<file path="src/rtl/handshake_scheduler_if.sv">
// rtl/handshake_scheduler_if.sv - request/grant and start/done signals of the handshake scheduler
interface handshake_scheduler_if #(
  parameter int NUM_REQ = 4,
  parameter int ID_W    = $clog2(NUM_REQ)
);
  logic [NUM_REQ-1:0] req;
  logic [NUM_REQ-1:0] grant;
  logic [ID_W-1:0]    grant_id;
  logic               busy;
  logic [NUM_REQ-1:0] complete;
  logic               timeout;
  logic               hs_start;
  logic               hs_done;

  // Scheduler side: owns grants and drives the channel start pulse
  modport master (
    input  req,
    input  hs_done,
    output grant,
    output grant_id,
    output busy,
    output complete,
    output timeout,
    output hs_start
  );

  // Requesters and handshake channel side
  modport slave (
    output req,
    output hs_done,
    input  grant,
    input  grant_id,
    input  busy,
    input  complete,
    input  timeout,
    input  hs_start
  );
endinterface

</file>
<file path="src/rtl/handshake_scheduler.sv">
// rtl/handshake_scheduler.sv - round-robin scheduler for one start/done channel; watchdog via HS_SCHED_TIMEOUT_EN
module handshake_scheduler #(
  parameter int NUM_REQ        = 4,
  parameter int ID_W           = $clog2(NUM_REQ),
  parameter int TIMEOUT_CYCLES = 1024
) (
  input logic                   clk,
  input logic                   rst_n,
  handshake_scheduler_if.master hs
);

  typedef enum logic [2:0] {IDLE, START, WAIT_HI, WAIT_LO, DONE} state_e;

  state_e             state_q, state_d;
  logic [NUM_REQ-1:0] grant_q, grant_d;
  logic [ID_W-1:0]    grant_id_q, grant_id_d;
  logic [ID_W-1:0]    rr_ptr_q, rr_ptr_d;
  logic [NUM_REQ-1:0] complete_q, complete_d;
  logic               busy_q, busy_d;
  logic               hs_start_q, hs_start_d;
  logic               timeout_q, timeout_d;
  logic               win_found;
  logic [ID_W-1:0]    win_id;
  logic [ID_W-1:0]    next_ptr;
  logic               wd_expired;
  logic               abort;

  // Winner: first pending request at or above rr_ptr, wrapping past NUM_REQ-1
  always_comb begin
    logic [ID_W:0]   sum;
    logic [ID_W-1:0] idx;
    win_found = 1'b0;
    win_id    = '0;
    sum       = '0;
    idx       = '0;
    for (int i = 0; i < NUM_REQ; i++) begin
      sum = {1'b0, rr_ptr_q} + (ID_W+1)'(i);
      if (sum >= (ID_W+1)'(NUM_REQ)) sum = sum - (ID_W+1)'(NUM_REQ);
      idx = sum[ID_W-1:0];
      if (!win_found && hs.req[idx]) begin
        win_found = 1'b1;
        win_id    = idx;
      end
    end
  end

  assign next_ptr = (grant_id_q == ID_W'(NUM_REQ - 1)) ? '0 : grant_id_q + 1'b1;

`ifdef HS_SCHED_TIMEOUT_EN
  localparam int CNT_W = $clog2(TIMEOUT_CYCLES + 1);
  logic [CNT_W-1:0] wd_cnt_q, wd_cnt_d;

  // Watchdog counts cycles spent in the current wait state; any state change restarts it
  always_comb begin
    wd_cnt_d = '0;
    if ((state_q == WAIT_HI || state_q == WAIT_LO) && state_d == state_q)
      wd_cnt_d = wd_cnt_q + 1'b1;
  end

  // Watchdog counter register
  always_ff @(posedge clk or negedge rst_n) begin
    if (!rst_n) wd_cnt_q <= '0;
    else        wd_cnt_q <= wd_cnt_d;
  end

  assign wd_expired = (state_q == WAIT_HI || state_q == WAIT_LO) &&
                      (wd_cnt_q == CNT_W'(TIMEOUT_CYCLES - 1));
`else
  logic unused_timeout_cfg;
  assign unused_timeout_cfg = (TIMEOUT_CYCLES > 0);
  assign wd_expired         = 1'b0;
`endif

  // State register
  always_ff @(posedge clk or negedge rst_n) begin
    if (!rst_n) state_q <= IDLE;
    else        state_q <= state_d;
  end

  // Next state: requests are only looked at in IDLE; a normal done edge wins over an expiring watchdog
  always_comb begin
    state_d = state_q;
    abort   = 1'b0;
    case (state_q)
      IDLE:    if (win_found) state_d = START;
      START:   state_d = WAIT_HI;
      WAIT_HI: begin
        if (hs.hs_done)      state_d = WAIT_LO;
        else if (wd_expired) begin state_d = IDLE; abort = 1'b1; end
      end
      WAIT_LO: begin
        if (!hs.hs_done)     state_d = DONE;
        else if (wd_expired) begin state_d = IDLE; abort = 1'b1; end
      end
      DONE:    state_d = IDLE;
      default: state_d = IDLE;
    endcase
  end

  // Output next values derived from the upcoming state so every output is a flop
  always_comb begin
    grant_d    = grant_q;
    grant_id_d = grant_id_q;
    rr_ptr_d   = rr_ptr_q;
    complete_d = '0;
    timeout_d  = abort;
    busy_d     = (state_d != IDLE);
    hs_start_d = (state_d == START);
    if (state_d == IDLE) begin
      grant_d    = '0;
      grant_id_d = '0;
    end else if (state_q == IDLE) begin
      grant_d    = {{(NUM_REQ-1){1'b0}}, 1'b1} << win_id;
      grant_id_d = win_id;
    end
    if (state_d == DONE) complete_d = grant_q;
    if (state_q == DONE || abort) rr_ptr_d = next_ptr;
  end

  // Output and round-robin pointer registers
  always_ff @(posedge clk or negedge rst_n) begin
    if (!rst_n) begin
      grant_q    <= '0;
      grant_id_q <= '0;
      rr_ptr_q   <= '0;
      complete_q <= '0;
      busy_q     <= 1'b0;
      hs_start_q <= 1'b0;
      timeout_q  <= 1'b0;
    end else begin
      grant_q    <= grant_d;
      grant_id_q <= grant_id_d;
      rr_ptr_q   <= rr_ptr_d;
      complete_q <= complete_d;
      busy_q     <= busy_d;
      hs_start_q <= hs_start_d;
      timeout_q  <= timeout_d;
    end
  end

  assign hs.grant    = grant_q;
  assign hs.grant_id = grant_id_q;
  assign hs.busy     = busy_q;
  assign hs.complete = complete_q;
  assign hs.timeout  = timeout_q;
  assign hs.hs_start = hs_start_q;

endmodule
</file>
<file path="src/flat_wrapper.sv">
// flat-port wrapper written by rule: the top's interface ports become plain ports
module handshake_scheduler_flat 
#(
  parameter int NUM_REQ        = 4,
  parameter int ID_W           = $clog2(NUM_REQ),
  parameter int TIMEOUT_CYCLES = 1024
)
  (clk, rst_n, hs_req, hs_hs_done, hs_grant, hs_grant_id, hs_busy, hs_complete, hs_timeout, hs_hs_start);
  handshake_scheduler_if #(.NUM_REQ(NUM_REQ), .ID_W(ID_W)) hs_i ();
  input logic clk;
  input logic rst_n;
  input wire logic [$bits(hs_i.req)-1:0] hs_req;
  input wire logic [$bits(hs_i.hs_done)-1:0] hs_hs_done;
  output wire logic [$bits(hs_i.grant)-1:0] hs_grant;
  output wire logic [$bits(hs_i.grant_id)-1:0] hs_grant_id;
  output wire logic [$bits(hs_i.busy)-1:0] hs_busy;
  output wire logic [$bits(hs_i.complete)-1:0] hs_complete;
  output wire logic [$bits(hs_i.timeout)-1:0] hs_timeout;
  output wire logic [$bits(hs_i.hs_start)-1:0] hs_hs_start;
  assign hs_i.req = hs_req;
  assign hs_i.hs_done = hs_hs_done;
  assign hs_grant = hs_i.grant;
  assign hs_grant_id = hs_i.grant_id;
  assign hs_busy = hs_i.busy;
  assign hs_complete = hs_i.complete;
  assign hs_timeout = hs_i.timeout;
  assign hs_hs_start = hs_i.hs_start;
  handshake_scheduler #(.NUM_REQ(NUM_REQ), .ID_W(ID_W), .TIMEOUT_CYCLES(TIMEOUT_CYCLES)) u_core (.clk(clk), .rst_n(rst_n), .hs(hs_i));
endmodule
</file>
<file path="config.mk">
export PLATFORM = sky130hd
export DESIGN_NAME = handshake_scheduler_flat
export DESIGN_NICKNAME = d
export VERILOG_FILES = /design/src/rtl/handshake_scheduler_if.sv /design/src/rtl/handshake_scheduler.sv /design/src/flat_wrapper.sv
export SDC_FILE = /design/constraint.sdc
export NUM_CORES = 1
export LEC_CHECK = 0
export CAP_MARGIN = 5
export CELL_PAD_IN_SITES_DETAIL_PLACEMENT = 1
export CELL_PAD_IN_SITES_GLOBAL_PLACEMENT = 1
export CORE_MARGIN = 2
export CORE_UTILIZATION = 30
export CTS_CLUSTER_SIZE = 28
export DETAILED_ROUTE_END_ITERATION = 10
export PLACE_DENSITY_LB_ADDON = 0.05
export SETUP_SLACK_MARGIN = 0.05
export SLEW_MARGIN = 20
export SYNTH_ARGS = -nofsm -noshare
export SYNTH_HDL_FRONTEND = slang
export SYNTH_SLANG_ARGS = --single-unit
</file>
<file path="constraint.sdc">
create_clock -name clk -period 3.4 [get_ports clk]
set_clock_uncertainty 0.1 [all_clocks]
set_input_delay 0.51 -clock clk [delete_from_list [all_inputs] [get_ports clk]]
set_output_delay 0.51 -clock clk [all_outputs]
set_load 0.05 [all_outputs]
</file>
# == After elaboration in Yosys (flattened, before gate mapping) ==
# Cells that the tools add are included.
# classes
n_reduce_logical,10
muxes,30
n_eq_ne,7
n_addsub,8
order_cmp,8
shift,1
# op_table
cell,count
2-to-1 mux 2 bit,11
"less-than comparator 2 x 3 -> 1 bit, second input constant",4
2-to-1 mux 4 bit,3
one-hot mux 3 bit (4 select lines),1
">= comparator 3 bit, second input constant",3
2-to-1 mux 3 bit,3
binary-select mux 1 bit (select 2 bit),4
2-to-1 mux 1 bit,8
"subtractor 2 x 1 -> 2 bit, second input constant",4
"adder 2 x 2 -> 3 bit, second input constant",2
"equality test 3 x 1 -> 1 bit, second input constant",2
"equality test 3 x 2 -> 1 bit, second input constant",2
"equality test 3 bit, second input constant",2
logical NOT 3 bit,2
"left shift 1 x 2 -> 4 bit, first input constant",1
"adder 2 x 1 -> 3 bit, second input constant",1
">= comparator 2 x 3 -> 1 bit, second input constant",1
logical AND 1 bit,3
logical NOT 1 bit,3
nonzero test 3 bit,1
"adder 2 x 1 -> 2 bit, second input constant",1
"equality test 2 bit, second input constant",1
nonzero test 2 bit,1
# totals
out_inout_bits,13
reg_bits,17
input_bits,7

# == Depth between registers and ports, before layout ==
# depth
ltp_word,18
mapped_depth,5
mapped_depth_nobuf,4

# == Worst setup path after synthesis ==
# No wires, ideal clock.
# synth_timing
path_kind,input-to-reg
from,in hs_req[2]
to,reg u_core.grant_q[3] (netlist: u_core.hs.grant[3])
setup_ns,0.104
arrival_ns,1.343
n_path_buf,0
slack_ns,1.854
stages,4
cell_sequence,nor2b_4 a21o_1 a211o_1 o41ai_2
# synth_via
elab_chain_cells,16
word_cells_on_any_way,29
classes_between,shift (1); mux (20); reduce/logical (8)
# synth_rtl
element,line_no,rtl
start: declaration,flat_wrapper.sv:12,input wire logic [$bits(hs_i.req)-1:0] hs_req;
binary-select mux 1 bit (select 2 bit),handshake_scheduler.sv:40,if (!win_found && hs.req[idx]) begin
2-to-1 mux 1 bit (implied by the code),handshake_scheduler.sv:40,
2-to-1 mux 1 bit,handshake_scheduler.sv:40,
logical NOT 1 bit,handshake_scheduler.sv:40,
logical AND 1 bit,handshake_scheduler.sv:40,
2-to-1 mux 1 bit,handshake_scheduler.sv:40,
logical NOT 1 bit,handshake_scheduler.sv:40,
logical AND 1 bit,handshake_scheduler.sv:40,
2-to-1 mux 1 bit,handshake_scheduler.sv:40,
logical NOT 1 bit,handshake_scheduler.sv:40,
logical AND 1 bit,handshake_scheduler.sv:40,
2-to-1 mux 1 bit,handshake_scheduler.sv:40,
2-to-1 mux 3 bit,handshake_scheduler.sv:85,IDLE: if (win_found) state_d = START;
one-hot mux 3 bit (4 select lines),handshake_scheduler.sv:84,case (state_q)
logical NOT 3 bit,handshake_scheduler.sv:109,if (state_d == IDLE) begin
2-to-1 mux 4 bit / nonzero test 2 bit (equally long branches),-,
end signal: assignment,handshake_scheduler.sv:131,grant_q <= grant_d;
end: declaration,handshake_scheduler.sv:15,"logic [NUM_REQ-1:0] grant_q, grant_d;"
# Several ways; a longest one is shown, not always the timed one. The select of a mux whose other input is x is not followed.
# A chain may end at the register's enable or synchronous reset.

# == Final worst setup path ==
# layout_timing
from,reg u_core.grant_id_q[0] (netlist: u_core.hs.grant_id[0])
to,out hs_grant_id[0]
# layout_rtl
element,line_no,rtl
start: declaration,handshake_scheduler.sv:16,"logic [ID_W-1:0] grant_id_q, grant_id_d;"
start signal: assignment,handshake_scheduler.sv:132,grant_id_q <= grant_id_d;
end: declaration,flat_wrapper.sv:15,output wire logic [$bits(hs_i.grant_id)-1:0] hs_grant_id;
# No word-level cell between the ends.

==> impl_metrics.toml <==
[status]
status = "completed"

[cts]
postCtsSetupRepairBufs = 0
cts-root-to-sink-buffers = 2
clock_buffers_created_by_tritoncts = 3
post_cts.resized_instances = 0
h_tree_levels = 1
clock_transition_at_the_registers_of_the_reported_paths_ps = 100
tritoncts = "done"
total_clock_sinks = 17
worstSkewPairLatency_ps = 290
cts.hold.buffers_added = 0
clock_tree.root_cell = "sky130_fd_sc_hd__clkbuf_4"

[power]
fin_total_pwr_w = 0.000862
power_leakage_nw = 0.456
power.ir.vdd_worst_uv = 460
powerDensity_nw_per_um2 = 857

[yosys]
post_synth_top_area_share = 0.548
synth_warn = 0
synth_nets = 78
ys_ff_latch = 17
synth_seq_area_share = 0.548
dominantRegCellSynth = "sky130_fd_sc_hd__dfrtp_1"
synth_enable_flop_cells = 0
synth_async_sr_flop_share = 1.00
count_of_cell_types_in_the_netlist = 31
post_synthesis_area_per_instance_um2 = 11.1
synthesis.instances = 70
syn-cell-area_um2 = 777
yosys-top-cells-area = "sky130_fd_sc_hd__dfrtp_1 (55%), sky130_fd_sc_hd__and2_1 (4.0%), sky130_fd_sc_hd__a21o_1 (2.9%)"
yosysTopAreaCell = "sky130_fd_sc_hd__dfrtp_1"

[worst_hold_path]
beginning_of_the_worst_hold_path = "u_core.hs.grant[0]$_DFFE_PN0P_"
hold_path_class = "flop to flop"

[critical_path]
critPathKind = "flop to output pin"
crit_buf_inv = 1
critPathRequiredTime_ps = 2790
worstSetupStartpoint = "u_core.hs.grant_id[0]$_DFFE_PN0P_"
cpMaxStageDelayCell = "sky130_fd_sc_hd__clkdlybuf4s50_1"
critical_path.top_delay_family = "buffers and inverters"
worst-path-max-fanout = 4
end_kind = "output pin"
timing.critical_path.from_type = "flop"
timing.rr.start = "u_core.rr_ptr_q[0]$_DFFE_PN0N_"
path_cells = "clkdlybuf4s50_1"
timing.critical_path.slowest_cell_delay_ps = 820
worstPathArrival_ps = 1520

[placement]
port-buffer-count = 18
placed_cell_area_um2 = 978
detailed_place_hpwl_um = 1240
gpl.final_weighted_congestion = 0.746

[route]
drt-vias-per-instance = 4.85
detail_route.drc_violations = 0
vias = 577
first_iter_violations = 16
wirelength_um = 1640
drtAntennaViolNets = 0
first_pass_iters = 4
detail_route.wl_per_cell_um = 13.8

[grt]
global_route.usage.total = 0.128
first_global_vias = 569
grt_remaining_overflow = 0
grt_pass1_wl_um = 2670
grt_antenna_before_repair = 0
grt_start_max_net_pins = 18

[sta]
max-slew-margin-rel = 0.471
tightestPinTransition_ps = 791
final_min_period_over_clock_period = 0.627
max_clock_freq_ghz = 0.469
grt_setup_unrepaired = "false"
setup-violations-final = 0
min_period_ps = 2130
setup-tns-final_ps = 0
timing_max_transition_violations_final = 0
hold_viol = 0

[floorplanning]
die_width_um = 54.9
chipHeight_um = 54.9
standard_cell_core_area_um2 = 2450
floorplan.io_pins = 20
rows = 18
floorplan.initialDensity = 0.317
design.die.area_um2 = 3010

[final_layout]
synthToLayoutAreaGrowth_pct = 29.5
post-route-cell-area_um2 = 1010
final-seq-area_um2 = 425
antenna_cells_inserted = 0
area_occupied_by_multi_input_gates_um2 = 328
postLayoutCoreUtil = 0.410
finalNetCount = 98
final.fill_count = 268
post_route_cells_drive_above_1_share = 0.124

[job]
max_cap_viol_count = 0
## layer usage
layer  global-route usage  up-vias  share of wire
met2                0.196       15           0.47
met4               0.0244        0              0
li1                     -      288              -
met5                    0        -              0
met1                0.170      274           0.47
met3               0.0565        0          0.060
## logic make-up after synthesis
kind of cell,after synthesis,share of synthesized area
AND/OR/NAND/NOR,26,0.187
AO/OA/AOI/OAI,19,0.200
flip-flops,17,0.548
buffers and inverters,5,0.0306
multiplexers,1,0.0145
adder cells (fa/ha/maj),1,0.0161
other,1,0.00483
## Yosys cell counts (2+ instances only)
library cell / instances
sky130_fd_sc_hd__nand2b_1: 2
sky130_fd_sc_hd__a21o_1: 3
sky130_fd_sc_hd__nor3b_1: 2
sky130_fd_sc_hd__nor3_1: 2
sky130_fd_sc_hd__dfrtp_1: 17
sky130_fd_sc_hd__and2_1: 5
sky130_fd_sc_hd__nand3b_1: 2
sky130_fd_sc_hd__nand2_1: 5
sky130_fd_sc_hd__nor2_1: 6
sky130_fd_sc_hd__a31o_2: 2
sky130_fd_sc_hd__a21oi_1: 4
## flip-flops by register name, indices dropped and copies added, names as in the netlist
register            flops
u_core.rr_ptr_q         2
u_core.hs.complete      4
u_core.hs.busy          1
u_core.state_q          3
u_core.hs.grant_id      2
u_core.hs.grant         4
u_core.hs.hs_start      1
## cells in the final DEF (no fill, tap or decap), drive strengths merged, types with 2 or more instances in the layout
cell type      instances
nand2                  5
inv                    2
clkbuf                 3
nand3b                 2
a21oi                  4
nor3                   2
nor2                   6
a31o                   2
nor3b                  2
clkdlybuf4s50         18
a21o                   3
and2                   5
o31ai                  2
dfrtp                 17
nand2b                 2
o41ai                  2
## final timing paths
check,to,slack [ps],depth (start not counted)
worst min-delay path,u_core.hs.complete[0]$_DFF_PN0_,420,1
min in group asynchronous,u_core.rr_ptr_q[0]$_DFFE_PN0N_,570,1
worst max-delay path,hs_grant_id[0],1270,1
max in group asynchronous,u_core.hs.complete[1]$_DFF_PN0_,2140,1
worst max register to register,u_core.hs.grant[2]$_DFFE_PN0P_,1860,4
worst min register to register,u_core.hs.complete[0]$_DFF_PN0_,420,1
## report_power, final
| part | internal [W] | leakage, nW | total [W] | switching, W |
|---|---|---|---|---|
| clock | 0.0000438 | 0.0177 | 0.000107 | 0.0000636 |
| combinational | 0.000159 | 0.218 | 0.000425 | 0.000266 |
| sequential | 0.000267 | 0.220 | 0.000330 | 0.0000622 |
## metrics by stage
stage	hold slack [ps]	setup slack, ps	instances
2_1_floorplan	114	1850	70
6_report	416	1270	119
5_1_grt	445	1210	119
3_5_place_dp	399	1290	115
4_1_cts	421	1240	119
3_3_place_gp	396	1290	115
## area by class of cell
class / instances / area share
Sequential cell: 17 / 0.423
Multi-Input combinational cell: 48 / 0.326
Timing Repair Buffer: 18 / 0.179
Tap cell: 30 / 0.0373
Clock buffer: 3 / 0.0224
Inverter: 2 / 0.00746
Clock inverter: 1 / 0.00498
## worst reg2reg max path, cell delays in order, from the launching register on
cell and delay, ps:
sky130_fd_sc_hd__dfrtp_1 430, sky130_fd_sc_hd__nand2b_1 180, sky130_fd_sc_hd__a21oi_1 220, sky130_fd_sc_hd__a211oi_1 110
sky130_fd_sc_hd__o41ai_1 380
Note: power is estimated with default switching activity, not from simulation.
